File: src/rtl/gsm_resp_parser.sv
// gsm_resp_parser: line parser for GSM modem replies on the UART receive path.
// Recognises "OK", "ERROR", "+CMGS: <n>" and the "> " SMS prompt, and runs a
// reply timeout that is started by the command sequencer through i_arm.
// Matching is done incrementally as bytes arrive. Only per-pattern match flags,
// the line length and the running decimal value are kept, so the verdict is
// ready on the terminating byte and no separate evaluation cycle is needed.
module gsm_resp_parser #(
    parameter int MAX_LINE    = 16,
    parameter int TIMEOUT_CYC = 90_000_000
) (
    input  logic       clk,
    input  logic       rst,
    input  logic [7:0] i_rx_data,
    input  logic       i_rx_valid,
    input  logic       i_arm,
    output logic       o_ok_pulse,
    output logic       o_err_pulse,
    output logic       o_prompt_pulse,
    output logic       o_cmgs_pulse,
    output logic [7:0] o_cmgs_ref,
    output logic       o_timeout_pulse,
    output logic       o_waiting,
    output logic       o_ovf_pulse
);

    localparam int          LEN_W    = $clog2(MAX_LINE + 1);
    localparam int          CNT_W    = 27;
    localparam logic [CNT_W-1:0] CNT_LOAD = CNT_W'(TIMEOUT_CYC);
    localparam logic [7:0]  CH_CR    = 8'h0D;
    localparam logic [7:0]  CH_LF    = 8'h0A;
    localparam logic [7:0]  CH_GT    = 8'h3E;
    localparam logic [7:0]  CH_SP    = 8'h20;

    typedef enum logic [1:0] {LINE_START, COLLECT, DISCARD} state_t;

    // Expected character of "OK" at a given line position.
    function automatic logic [7:0] ok_char(input int idx);
        case (idx)
            0:       return 8'h4F;
            1:       return 8'h4B;
            default: return 8'h00;
        endcase
    endfunction

    // Expected character of "ERROR" at a given line position.
    function automatic logic [7:0] err_char(input int idx);
        case (idx)
            0:       return 8'h45;
            1:       return 8'h52;
            2:       return 8'h52;
            3:       return 8'h4F;
            4:       return 8'h52;
            default: return 8'h00;
        endcase
    endfunction

    // Expected character of the "+CMGS: " prefix at a given line position.
    function automatic logic [7:0] cmgs_char(input int idx);
        case (idx)
            0:       return 8'h2B;
            1:       return 8'h43;
            2:       return 8'h4D;
            3:       return 8'h47;
            4:       return 8'h53;
            5:       return 8'h3A;
            6:       return 8'h20;
            default: return 8'h00;
        endcase
    endfunction

    // value*10 + digit, clamped to the 10-bit accumulator range.
    function automatic logic [9:0] acc_digit(input logic [9:0] acc, input logic [3:0] d);
        logic [13:0] t;
        t = {4'd0, acc} * 14'd10 + {10'd0, d};
        if (t > 14'd1023) return 10'd1023;
        return t[9:0];
    endfunction

    // Clamp the accumulated reference into the 8-bit output range.
    function automatic logic [7:0] sat8(input logic [9:0] acc);
        if (acc > 10'd255) return 8'hFF;
        return acc[7:0];
    endfunction

    state_t           r_state;
    logic [LEN_W-1:0] r_len;
    logic             r_ok_m;
    logic             r_err_m;
    logic             r_cmgs_m;
    logic             r_gt0;
    logic [9:0]       r_acc;
    logic [CNT_W-1:0] r_cnt;
    logic             r_waiting;
    logic             r_ok;
    logic             r_err;
    logic             r_prompt;
    logic             r_cmgs;
    logic [7:0]       r_cmgs_ref;
    logic             r_to;
    logic             r_ovf;

    int               w_idx;
    logic             w_is_digit;
    logic             w_ok_m;
    logic             w_err_m;
    logic             w_cmgs_m;
    logic [9:0]       w_acc;

    // Match flags and running decimal value as they would be after storing the current byte.
    always_comb begin
        w_idx      = int'(r_len);
        w_is_digit = (i_rx_data >= 8'h30) && (i_rx_data <= 8'h39);
        w_ok_m     = ((w_idx == 0) || r_ok_m) && (w_idx < 2) && (i_rx_data == ok_char(w_idx));
        w_err_m    = ((w_idx == 0) || r_err_m) && (w_idx < 5) && (i_rx_data == err_char(w_idx));
        if (w_idx < 7) begin
            w_cmgs_m = ((w_idx == 0) || r_cmgs_m) && (i_rx_data == cmgs_char(w_idx));
            w_acc    = 10'd0;
        end else begin
            w_cmgs_m = r_cmgs_m && (w_idx < 10) && w_is_digit;
            w_acc    = acc_digit((w_idx == 7) ? 10'd0 : r_acc, i_rx_data[3:0]);
        end
    end

    // Line FSM, registered result pulses and the armed reply timeout.
    always_ff @(posedge clk or negedge rst) begin
        if (!rst) begin
            r_state    <= LINE_START;
            r_len      <= '0;
            r_ok_m     <= 1'b0;
            r_err_m    <= 1'b0;
            r_cmgs_m   <= 1'b0;
            r_gt0      <= 1'b0;
            r_acc      <= 10'd0;
            r_cnt      <= '0;
            r_waiting  <= 1'b0;
            r_ok       <= 1'b0;
            r_err      <= 1'b0;
            r_prompt   <= 1'b0;
            r_cmgs     <= 1'b0;
            r_cmgs_ref <= 8'd0;
            r_to       <= 1'b0;
            r_ovf      <= 1'b0;
        end else begin
            r_ok     <= 1'b0;
            r_err    <= 1'b0;
            r_prompt <= 1'b0;
            r_cmgs   <= 1'b0;
            r_to     <= 1'b0;
            r_ovf    <= 1'b0;

            // CR is transparent: neither stored nor allowed to move the FSM.
            if (i_rx_valid && (i_rx_data != CH_CR)) begin
                if (i_rx_data == CH_LF) begin
                    if (r_state == COLLECT) begin
                        if (r_ok_m && (w_idx == 2)) begin
                            r_ok <= 1'b1;
                        end else if (r_err_m && (w_idx == 5)) begin
                            r_err <= 1'b1;
                        end else if (r_cmgs_m && (w_idx >= 8) && (w_idx <= 10)) begin
                            r_cmgs     <= 1'b1;
                            r_cmgs_ref <= sat8(r_acc);
                        end
                    end
                    r_state <= LINE_START;
                    r_len   <= '0;
                end else if (r_state != DISCARD) begin
                    if (w_idx == MAX_LINE) begin
                        r_ovf   <= 1'b1;
                        r_state <= DISCARD;
                    end else if ((w_idx == 1) && r_gt0 && (i_rx_data == CH_SP)) begin
                        // The prompt is never followed by LF, so it closes the line itself.
                        r_prompt <= 1'b1;
                        r_len    <= '0;
                        r_state  <= LINE_START;
                    end else begin
                        r_len    <= r_len + 1'b1;
                        r_ok_m   <= w_ok_m;
                        r_err_m  <= w_err_m;
                        r_cmgs_m <= w_cmgs_m;
                        r_acc    <= w_acc;
                        r_gt0    <= (w_idx == 0) ? (i_rx_data == CH_GT) : r_gt0;
                        r_state  <= COLLECT;
                    end
                end
            end

            // A new arm always wins, even against a reply pulse in the same cycle.
            if (i_arm) begin
                r_cnt     <= CNT_LOAD;
                r_waiting <= 1'b1;
            end else if (r_waiting) begin
                if (r_ok || r_err || r_prompt) begin
                    r_waiting <= 1'b0;
                    r_cnt     <= '0;
                end else if (r_cnt == CNT_W'(1)) begin
                    r_to      <= 1'b1;
                    r_waiting <= 1'b0;
                    r_cnt     <= '0;
                end else begin
                    r_cnt <= r_cnt - 1'b1;
                end
            end
        end
    end

    assign o_ok_pulse      = r_ok;
    assign o_err_pulse     = r_err;
    assign o_prompt_pulse  = r_prompt;
    assign o_cmgs_pulse    = r_cmgs;
    assign o_cmgs_ref      = r_cmgs_ref;
    assign o_timeout_pulse = r_to;
    assign o_waiting       = r_waiting;
    assign o_ovf_pulse     = r_ovf;

endmodule

File: config.mk
export PLATFORM = sky130hd
export DESIGN_NAME = gsm_resp_parser
export DESIGN_NICKNAME = d
export VERILOG_FILES = /design/src/rtl/gsm_resp_parser.sv
export SDC_FILE = /design/constraint.sdc
export NUM_CORES = 1
export LEC_CHECK = 0
export ABC_CLOCK_PERIOD_IN_PS = 7500
export BUFFER_PORTS_ARGS = -buffer_cell sky130_fd_sc_hd__clkbuf_2
export CAP_MARGIN = 20
export CORE_MARGIN = 1.5
export CORE_UTILIZATION = 50
export CTS_CLUSTER_SIZE = 20
export DETAILED_ROUTE_END_ITERATION = 7
export HOLD_SLACK_MARGIN = 0.06
export PLACE_DENSITY = 0.68
export SYNTH_ARGS = -nofsm -noshare
export SYNTH_HDL_FRONTEND = slang
export SYNTH_SLANG_ARGS = --single-unit
export TNS_END_PERCENT = 20
File: constraint.sdc
create_clock -name clk -period 7.5 [get_ports clk]
set_input_delay 0.375 -clock clk [delete_from_list [all_inputs] [get_ports clk]]
set_output_delay 0.375 -clock clk [all_outputs]
set_load 0.05 [all_outputs]
==> results of run 1 <==
[kinds of logic after synthesis]
family / after synthesis / synth area share (%)
AO/OA/AOI/OAI: 163 / 23.55
buffers and inverters: 53 / 5.152
flip-flops: 63 / 35.28
adder cells (fa/ha/maj): 20 / 5.769
multiplexers: 1 / 0.2520
XOR/XNOR: 25 / 4.901
AND/OR/NAND/NOR: 223 / 25.09
[registers in the layout (all words and copies together) (netlist names)]
signal           flops
o_waiting            1
r_cnt               27
o_cmgs_ref           8
r_ok_m               1
o_timeout_pulse      1
r_len                5
r_state              2
o_ok_pulse           1
o_cmgs_pulse         1
o_err_pulse          1
o_prompt_pulse       1
r_cmgs_m             1
r_acc               10
r_gt0                1
o_ovf_pulse          1
r_err_m              1
[metal layers]
| metal | part of all wire (%) | wire length (um) | track usage, % |
|---|---|---|---|
| met3 | 3.3 | 352 | 2.950 |
| met5 | 0 | 0 | 0 |
| met4 | 1.7 | 177 | 9.011 |
| met1 | 47 | 5021 | 31.16 |
| met2 | 48 | 5089 | 36.38 |
[final cells by class]
cell class | count | area, um^2 | share of cell area (%)
multi-input combinational | 432 | 2661 | 56.15
tap | 108 | 135.1 | 2.851
timing repair buffer | 28 | 145.1 | 3.062
clock buffer | 12 | 145.1 | 3.062
inverter | 15 | 56.30 | 1.188
clock inverter | 3 | 20.02 | 0.4224
sequential | 63 | 1577 | 33.26
[how the worst max path moves through the flow]
stage	start	endpoint	slack (ps)	depth (start not counted)
final	r_len[1]	r_acc[2]	3350	12
after floorplan	r_len[1]	r_acc[0]	4060	13
after detailed placement	r_len[1]	r_acc[5]	3420	12
after global routing	r_len[1]	r_acc[2]	3010	12
after CTS	r_len[1]	r_acc[2]	3400	12
after global placement	r_len[1]	r_acc[8]	3550	12
[cell usage after synthesis (7+ instances only)]
cell type,count,share of area [%]
nor2_1,57,4.8
a21oi_1,48,5.4
xor2_1,9,1.8
o21ai_0,27,3.0
nor2b_1,9,1.3
xnor2_1,16,3.1
nor3_1,41,4.6
or2_2,7,0.98
nand3_1,13,1.5
nor4_1,9,1.3
a31oi_1,8,1.1
nand2_1,44,3.7
dfrtp_1,63,35
clkbuf_1,25,2.1
nand2b_1,7,0.98
o21ai_1,18,2.0
ha_1,19,5.3
a2111oi_0,11,2.2
inv_1,14,1.2
[through the flow]
stage / instance area (um^2) / util, % / hold WS [ps] / power (mW) / worst slack, ps
after CTS: 4740 / 54.61 / 231.4 / 1.838 / 3400
after global placement: 4574 / 52.71 / 476.0 / 1.556 / 3549
after detailed placement: 4574 / 52.71 / 485.8 / 1.576 / 3422
after floorplan: 4468 / - / 79.41 / 1.365 / 4056
final: 4740 / 54.61 / 213.9 / 1.849 / 3346
after global routing: 4740 / 54.61 / 276.0 / 2.002 / 3009
[power by group]
group | leakage (nW) | internal [mW] | switching [mW] | total, mW
Combinational | 1.03 | 0.456 | 0.640 | 1.10
Clock | 0.0785 | 0.127 | 0.131 | 0.258
Sequential | 0.767 | 0.385 | 0.110 | 0.495
Total | 1.87 | 0.968 | 0.881 | 1.85
[layout by cell type (no fill, tap or decap), types with 10 or more instances in the layout]
cell and n:
a2111oi_0 11, a21oi_1 48, clkbuf_2 25, clkbuf_8 10, dfrtp_1 63, ha_1 19, inv_1 14, nand2_1 44
nand3_1 13, nor2_1 57, nor3_1 41, o21ai_0 27, o21ai_1 18, xnor2_1 16
[critical path, stage by stage (launching register included)]
cell and delay (ps):
dfrtp_1 480, ha_1 440, and4bb_2 470, nor2b_1 120, ha_1 310, ha_1 230, or2_2 290, o211ai_1 300
nor3_1 90, a311oi_1 360, a31oi_1 90, a311oi_2 650, a21oi_1 150
==> run metrics, run 1 <==
Tcrit/Tclk final 55.39%; I/O pin count 27; Static Leak 1.871 nW; crit path time final 4154 ps; share of cells above drive strength 1 10.13%; Critical Path Source Type flip-flop; clock buffer depth 2; sequential area share after synthesis 35.28%; CTS Sinks 63; Power Dens Cells 390.1 nW/um^2; Max-cap violations 0; drt first pass iters 4; status finished clean; Yosys cell types 59; Filler Cell Count 826; largest net degree at the start of global routing 64; Worst Path Required 7670 ps; Die Span X 97.53 um; synthesis-stage register bit count 63; sum of negative setup slack 0 ps; reg2reg setup slack 3350 ps; r2r startpoint r_len[1]; Synth Area per Inst 8.153 um^2; vias 4,071; clk_skew 12.63 ps; Post-Syn Area 4468 um^2; Post-synth EDFFs 0; Post-CTS Hold Buffers 0; n_diodes 0; root buffer cell clkbuf_8; Synth Net Count 580; worst-path maximum fanout 14; Vias/cell 6.159; clock transition at the registers of the reported paths 70 ps; post-synthesis async set-or-reset flop share 100.0%; CTS tree done; remaining antenna violation count after routing 0; Final setup viols 0; non-filler cells, final 661; GRT overflow 0; CTS HTree Levels 3; first-pass GRT wire length 18.00 mm; fmax 240.7 MHz; Routed WL 10.64 mm; Layout Nets 581; overall routing resource usage 22.71%; initial antenna violation count 0; worst-skew pair later-pin latency 330 ps; Port Buffers 26; Setup Crit Path Kind reg -> reg; Slew Limit Fails 0; HPWL after detailed placement 7.528 mm; placed cells 646; RSZ-0062 raised after global routing no; R2R cell count 12; die height 97.53 um; Tightest Pin Transition 1091 ps; worst vdd ir 566.9 uV; drt drc 0; Die ar. 9512 um^2; post-CTS resize count 0; DR iter-0 viols 296; CP Data Arrival Time 4330 ps; FP Rows 34; core area 8678 um^2; final hold vios 0; Placer Congestion 0.8794; CTS buffer count 9; mean routed wirelength per cell 16.10 um; P&R area growth vs syn 6.077%; Initial Util 51.49%; CP endpoint kind flip-flop; Synth Flop Type dfrtp_1; synth warn 0; Post-CTS Setup Bufs 0; Hold WC Path Type in -> async; Cells after Synth 548; Rel. slew slack 26.97%; R2R Path End r_acc[2]; vias in the first global route 3,810
No activity file was read; power rests on OpenSTA's default activity.
==> run 2, diff against run 1 <==
--- a/config.mk
+++ b/config.mk
@@ -5,7 +5,7 @@
 export SDC_FILE = /design/constraint.sdc
 export NUM_CORES = 1
 export LEC_CHECK = 0
-export ABC_CLOCK_PERIOD_IN_PS = 7500
+export ABC_CLOCK_PERIOD_IN_PS = 3600
 export BUFFER_PORTS_ARGS = -buffer_cell sky130_fd_sc_hd__clkbuf_2
 export CAP_MARGIN = 20
 export CORE_MARGIN = 1.5
@@ -13,7 +13,7 @@
 export CTS_CLUSTER_SIZE = 20
 export DETAILED_ROUTE_END_ITERATION = 7
 export HOLD_SLACK_MARGIN = 0.06
-export PLACE_DENSITY = 0.68
+export PLACE_DENSITY = 0.7
 export SYNTH_ARGS = -nofsm -noshare
 export SYNTH_HDL_FRONTEND = slang
 export SYNTH_SLANG_ARGS = --single-unit
==> constraint.sdc (replaced) <==
create_clock -name clk -period 3.6 [get_ports clk]
set_input_delay 0.18 -clock clk [delete_from_list [all_inputs] [get_ports clk]]
set_output_delay 0.18 -clock clk [all_outputs]
set_load 0.05 [all_outputs]
==> run metrics, run 2 (same netlist as run 1, synthesis figures left out) <==
Routed WL 11.09 mm; Worst Path Required 3820 ps; vias 4,146; most frequent cells in the layout 63 x dfrtp_1, 57 x nor2_1, 47 x a21oi_1; CTS Sinks 63; clk_skew 13.04 ps; Power Dens Cells 869.8 nW/um^2; drt first pass iters 5; final hold vios 0; Largest Register r_cnt; Post-CTS Setup Bufs 0; crit path time final 3382 ps; Die Span X 97.53 um; CP endpoint kind flip-flop; HPWL after detailed placement 7.809 mm; r2r startpoint r_len[0]; Setup Crit Path Kind reg -> reg; Tot Pwr 4.327 mW; first-pass GRT wire length 19.19 mm; initial antenna violation count 0; FP Rows 34; Layout Nets 594; M1 WL 5.101 mm; P&R area growth vs syn 11.34%; root buffer cell clkbuf_8; Slew Limit Fails 0; most used cell, CP ha_1; CTS HTree Levels 3; worst-path cell chain ha_1 -> and4bb_2 -> nor2b_1 -> ha_1 -> ha_1 -> or2_2 -> o211ai_1 -> nor3_1 -> a311oi_2 -> a31oi_1 -> a311oi_2 -> buf_4 -> a21oi_1; Buf+Inv Stages, Crit Path 1; largest stage delay on the critical path 380 ps; most common cell after layout, fill and taps aside dfrtp_1; vias in the first global route 4,001; Static Leak 1.985 nW; Max-cap violations 0; end-of-flow core utilization 57.32%; I/O pin count 27; status finished clean; remaining antenna violation count after routing 0; share of cells above drive strength 1 13.76%; DR iter-0 viols 233; WL met2 5.449 mm; fmax 295.7 MHz; worst-path maximum fanout 14; worst hold slack 209.0 ps; CP Data Arrival Time 3600 ps; CP top delay family compound AO/OA/AOI/OAI gates; clock buffer depth 2; mean routed wirelength per cell 16.43 um; worst-skew pair later-pin latency 350 ps; die height 97.53 um; Top Layer Used met4; worst vdd ir 869.7 uV; worst hold path startpoint i_rx_data[5]; largest net degree at the start of global routing 48; Crit. Startpoint r_len[0]; CTS tree done; Vias/cell 6.142; Hold WC Path Type in -> reg; Tcrit/Tclk final 93.94%; GRT overflow 0; drt drc 0; Die ar. 9512 um^2; Placer Congestion 0.8773; sum of negative setup slack 0 ps; CTS buffer count 9; Port Buffers 26; Final setup viols 0; Tightest Pin Transition 838.9 ps; n_diodes 0; met3 WL 397 um; Filler Cell Count 805; crit path max-delay cell type dfrtp_1; Rel. slew slack 43.29%; overall routing resource usage 24.39%; Initial Util 51.49%; Critical Path Source Type flip-flop; clock transition at the registers of the reported paths 70 ps; max reg flops 27; core area 8678 um^2
==> run 2: cell count changes in the layout (fill, tap and decap cells not counted), sizes merged <==
cell / delta
buf: +12
bufinv: +2
clkinvlp: -1
dlygate4sd3: +1
==> run 2: per-stage QoR <==
| step | instance area, um^2 | worst slack, ps | std cells |
|---|---|---|---|
| final | 4975 | 218.1 | 675 |
| after floorplan | 4468 | 156.1 | 548 |
| after CTS | 4902 | 41.82 | 673 |
| after global routing | 4975 | -19.72 | 675 |
| after global placement | 4649 | 327.6 | 656 |
| after detailed placement | 4649 | 83.51 | 656 |
==> run 2: final timing paths <==
check | to | slack, ps | cells past startpoint
setup / recovery | r_acc[5] | 220 | 13
hold / removal | o_prompt_pulse | 210 | 3
setup reg to reg | r_acc[5] | 220 | 13
hold reg to reg | r_cnt[13] | 510 | 1
max in group asynchronous | r_acc[5] | 2620 | 3
min in group asynchronous | r_state[0] | 330 | 2
==> run 2: metal layers <==
layer  vias to the layer above  GRT usage [%]
met4                         0          8.571
met3                        12          3.022
li1                       2035              -
met1                      2009          32.21
met5                         -              0
met2                        90          41.24
==> run 2: cell type report <==
type	count	area (um^2)	area share (%)
Sequential cell	63	1577	31.69
Multi-Input combinational cell	432	2708	54.43
Inverter	15	56.30	1.132
Timing Repair Buffer	41	257.7	5.181
Tap cell	108	135.1	2.716
Clock buffer	12	165.2	3.320
Clock inverter	4	76.32	1.534
==> run 2: worst min-delay path, delay by kind of cell <==
kind	cells	cell delay, ps
buf+inv	1	160
simple gates	2	170
==> run 2: repair_timing <==
item / CTS / global route
gates resized for setup: 1 / 15
endpoints found under the hold margin: 25 / 0
hold buffers: 1 / 0
setup endpoints to repair: 1 / 10
==> run 2: where the power goes <==
group          switching, mW  internal (mW)
combinational           1.53           1.07
clock                  0.298          0.448
sequential             0.171          0.803
==> run 3, diff against run 2 <==
--- a/config.mk
+++ b/config.mk
@@ -13,7 +13,7 @@
 export CTS_CLUSTER_SIZE = 20
 export DETAILED_ROUTE_END_ITERATION = 7
 export HOLD_SLACK_MARGIN = 0.06
-export PLACE_DENSITY = 0.7
+export PLACE_DENSITY_LB_ADDON = 0.12
 export SYNTH_ARGS = -nofsm -noshare
 export SYNTH_HDL_FRONTEND = slang
 export SYNTH_SLANG_ARGS = --single-unit
==> run metrics, run 3 (same netlist as run 1, synthesis figures left out) <==
clock buffer depth 2; Layout Nets 595; RSZ-0062 raised after global routing no; CTS HTree Levels 3; Power Dens Cells 841.1 nW/um^2; most common cell after layout, fill and taps aside dfrtp_1; Die ar. 9512 um^2; worst hold path startpoint i_rx_data[5]; Initial Util 51.49%; FP Rows 34; Die Span X 97.53 um; GRT overflow 0; R2R cell count 13; die height 97.53 um; largest net degree at the start of global routing 44; worst vdd ir 1140 uV; reg2reg setup slack 270 ps; status finished clean; most frequent cells in the layout 63 x dfrtp_1, 57 x nor2_1, 47 x a21oi_1; hold worst-path end o_prompt_pulse; mean routed wirelength per cell 16.25 um; clock transition at the registers of the reported paths 70 ps; Rel. slew slack 42.36%; vias 4,077; crit path time final 3327 ps; Critical Path Source Type flip-flop; Hold Path Stages 3; end-of-flow core utilization 56.70%; final hold vios 0; HPWL after detailed placement 7.790 mm; core area 8678 um^2; clk_skew 6.514 ps; CP Data Arrival Time 3540 ps; worst-skew pair later-pin latency 350 ps; Largest Register r_cnt; n_diodes 0; share of cells above drive strength 1 13.03%; Final setup viols 0; Tightest Pin Transition 856.6 ps; Worst Path Required 3820 ps; worst-path maximum fanout 14; Tcrit/Tclk final 92.43%; P&R area growth vs syn 10.14%; Hold WC Path Type in -> reg; remaining antenna violation count after routing 0; CP endpoint kind flip-flop; DR iter-0 viols 234; sum of negative setup slack 0 ps; fmax 300.5 MHz; Placer Congestion 0.8095; Slew Limit Fails 0; I/O pin count 27; root buffer cell clkbuf_8; Vias/cell 6.031; drt drc 0; Port Buffers 26; CTS buffer count 9; Static Leak 1.963 nW; overall routing resource usage 23.98%; CTS Sinks 63; Max-cap violations 0; max reg flops 27; R2R Path End r_acc[3]; r2r startpoint r_len[0]; Routed WL 10.99 mm; first-pass GRT wire length 18.88 mm; CTS tree done; vias in the first global route 3,867; initial antenna violation count 0; drt first pass iters 5; Setup Crit Path Kind reg -> reg
-- run 3: what timing repair did --
action,CTS,global route
setup buffers,0,0
endpoints found under the setup margin,0,10
hold buffers,1,0
resized for setup,0,11
endpoints found under the hold margin,20,0
-- run 3: metal layers --
metal  vias up  wire length (um)  global-route usage (%)
met1      1924              5242                   33.50
met3        14               346                   2.806
li1       2048                 -                       -
met2        91              5233                   38.41
met5         -                 0                       0
met4         0               163                   8.681
-- run 3: layout make-up --
class	instances	area [um^2]
Tap cell	108	135.1
Clock inverter	4	53.80
Clock buffer	12	155.1
Multi-Input combinational cell	432	2688
Sequential cell	63	1577
Fill cell	829	3757
Timing Repair Buffer	42	256.5
Inverter	15	56.30
-- run 3: worst max-delay path, stage by stage (launching register included) --
cell	delay, ps
dfrtp_1	380
ha_1	230
and4bb_4	280
nor2b_1	180
ha_1	250
ha_1	230
or2_2	290
o211ai_1	310
nor3_1	90
a311oi_1	380
a31oi_1	90
a311oi_2	190
buf_4	210
a21oi_1	80
-- run 3: worst max-delay path by stage --
stage | cells after the start | slack [ps] | from | to
CTS | 12 | 120 | r_len[0] | r_acc[5]
detailed placement | 12 | 140 | r_len[0] | r_acc[5]
floorplan | 13 | 160 | r_len[1] | r_acc[0]
global placement | 14 | 320 | r_len[0] | r_acc[3]
finish | 13 | 270 | r_len[0] | r_acc[3]
global route | 13 | 50 | r_len[0] | r_acc[3]
-- run 3: stage by stage --
step / cells / area [um^2] / power (mW) / hold slack [ps] / setup slack [ps]
2_1_floorplan: 548 / 4468 / 2.843 / -115.6 / 156.1
3_3_place_gp: 658 / 4664 / 3.348 / 182.0 / 316.0
3_5_place_dp: 658 / 4664 / 3.393 / 185.5 / 143.5
4_1_cts: 675 / 4883 / 4.056 / 191.1 / 123.6
5_1_grt: 676 / 4921 / 4.487 / 229.8 / 53.84
6_report: 676 / 4921 / 4.139 / 221.0 / 272.7
-- run 3: power breakdown --
group	internal, mW	switching, mW	total [mW]
sequential	0.804	0.168	0.972
clock	0.359	0.295	0.654
combinational	1.04	1.47	2.51
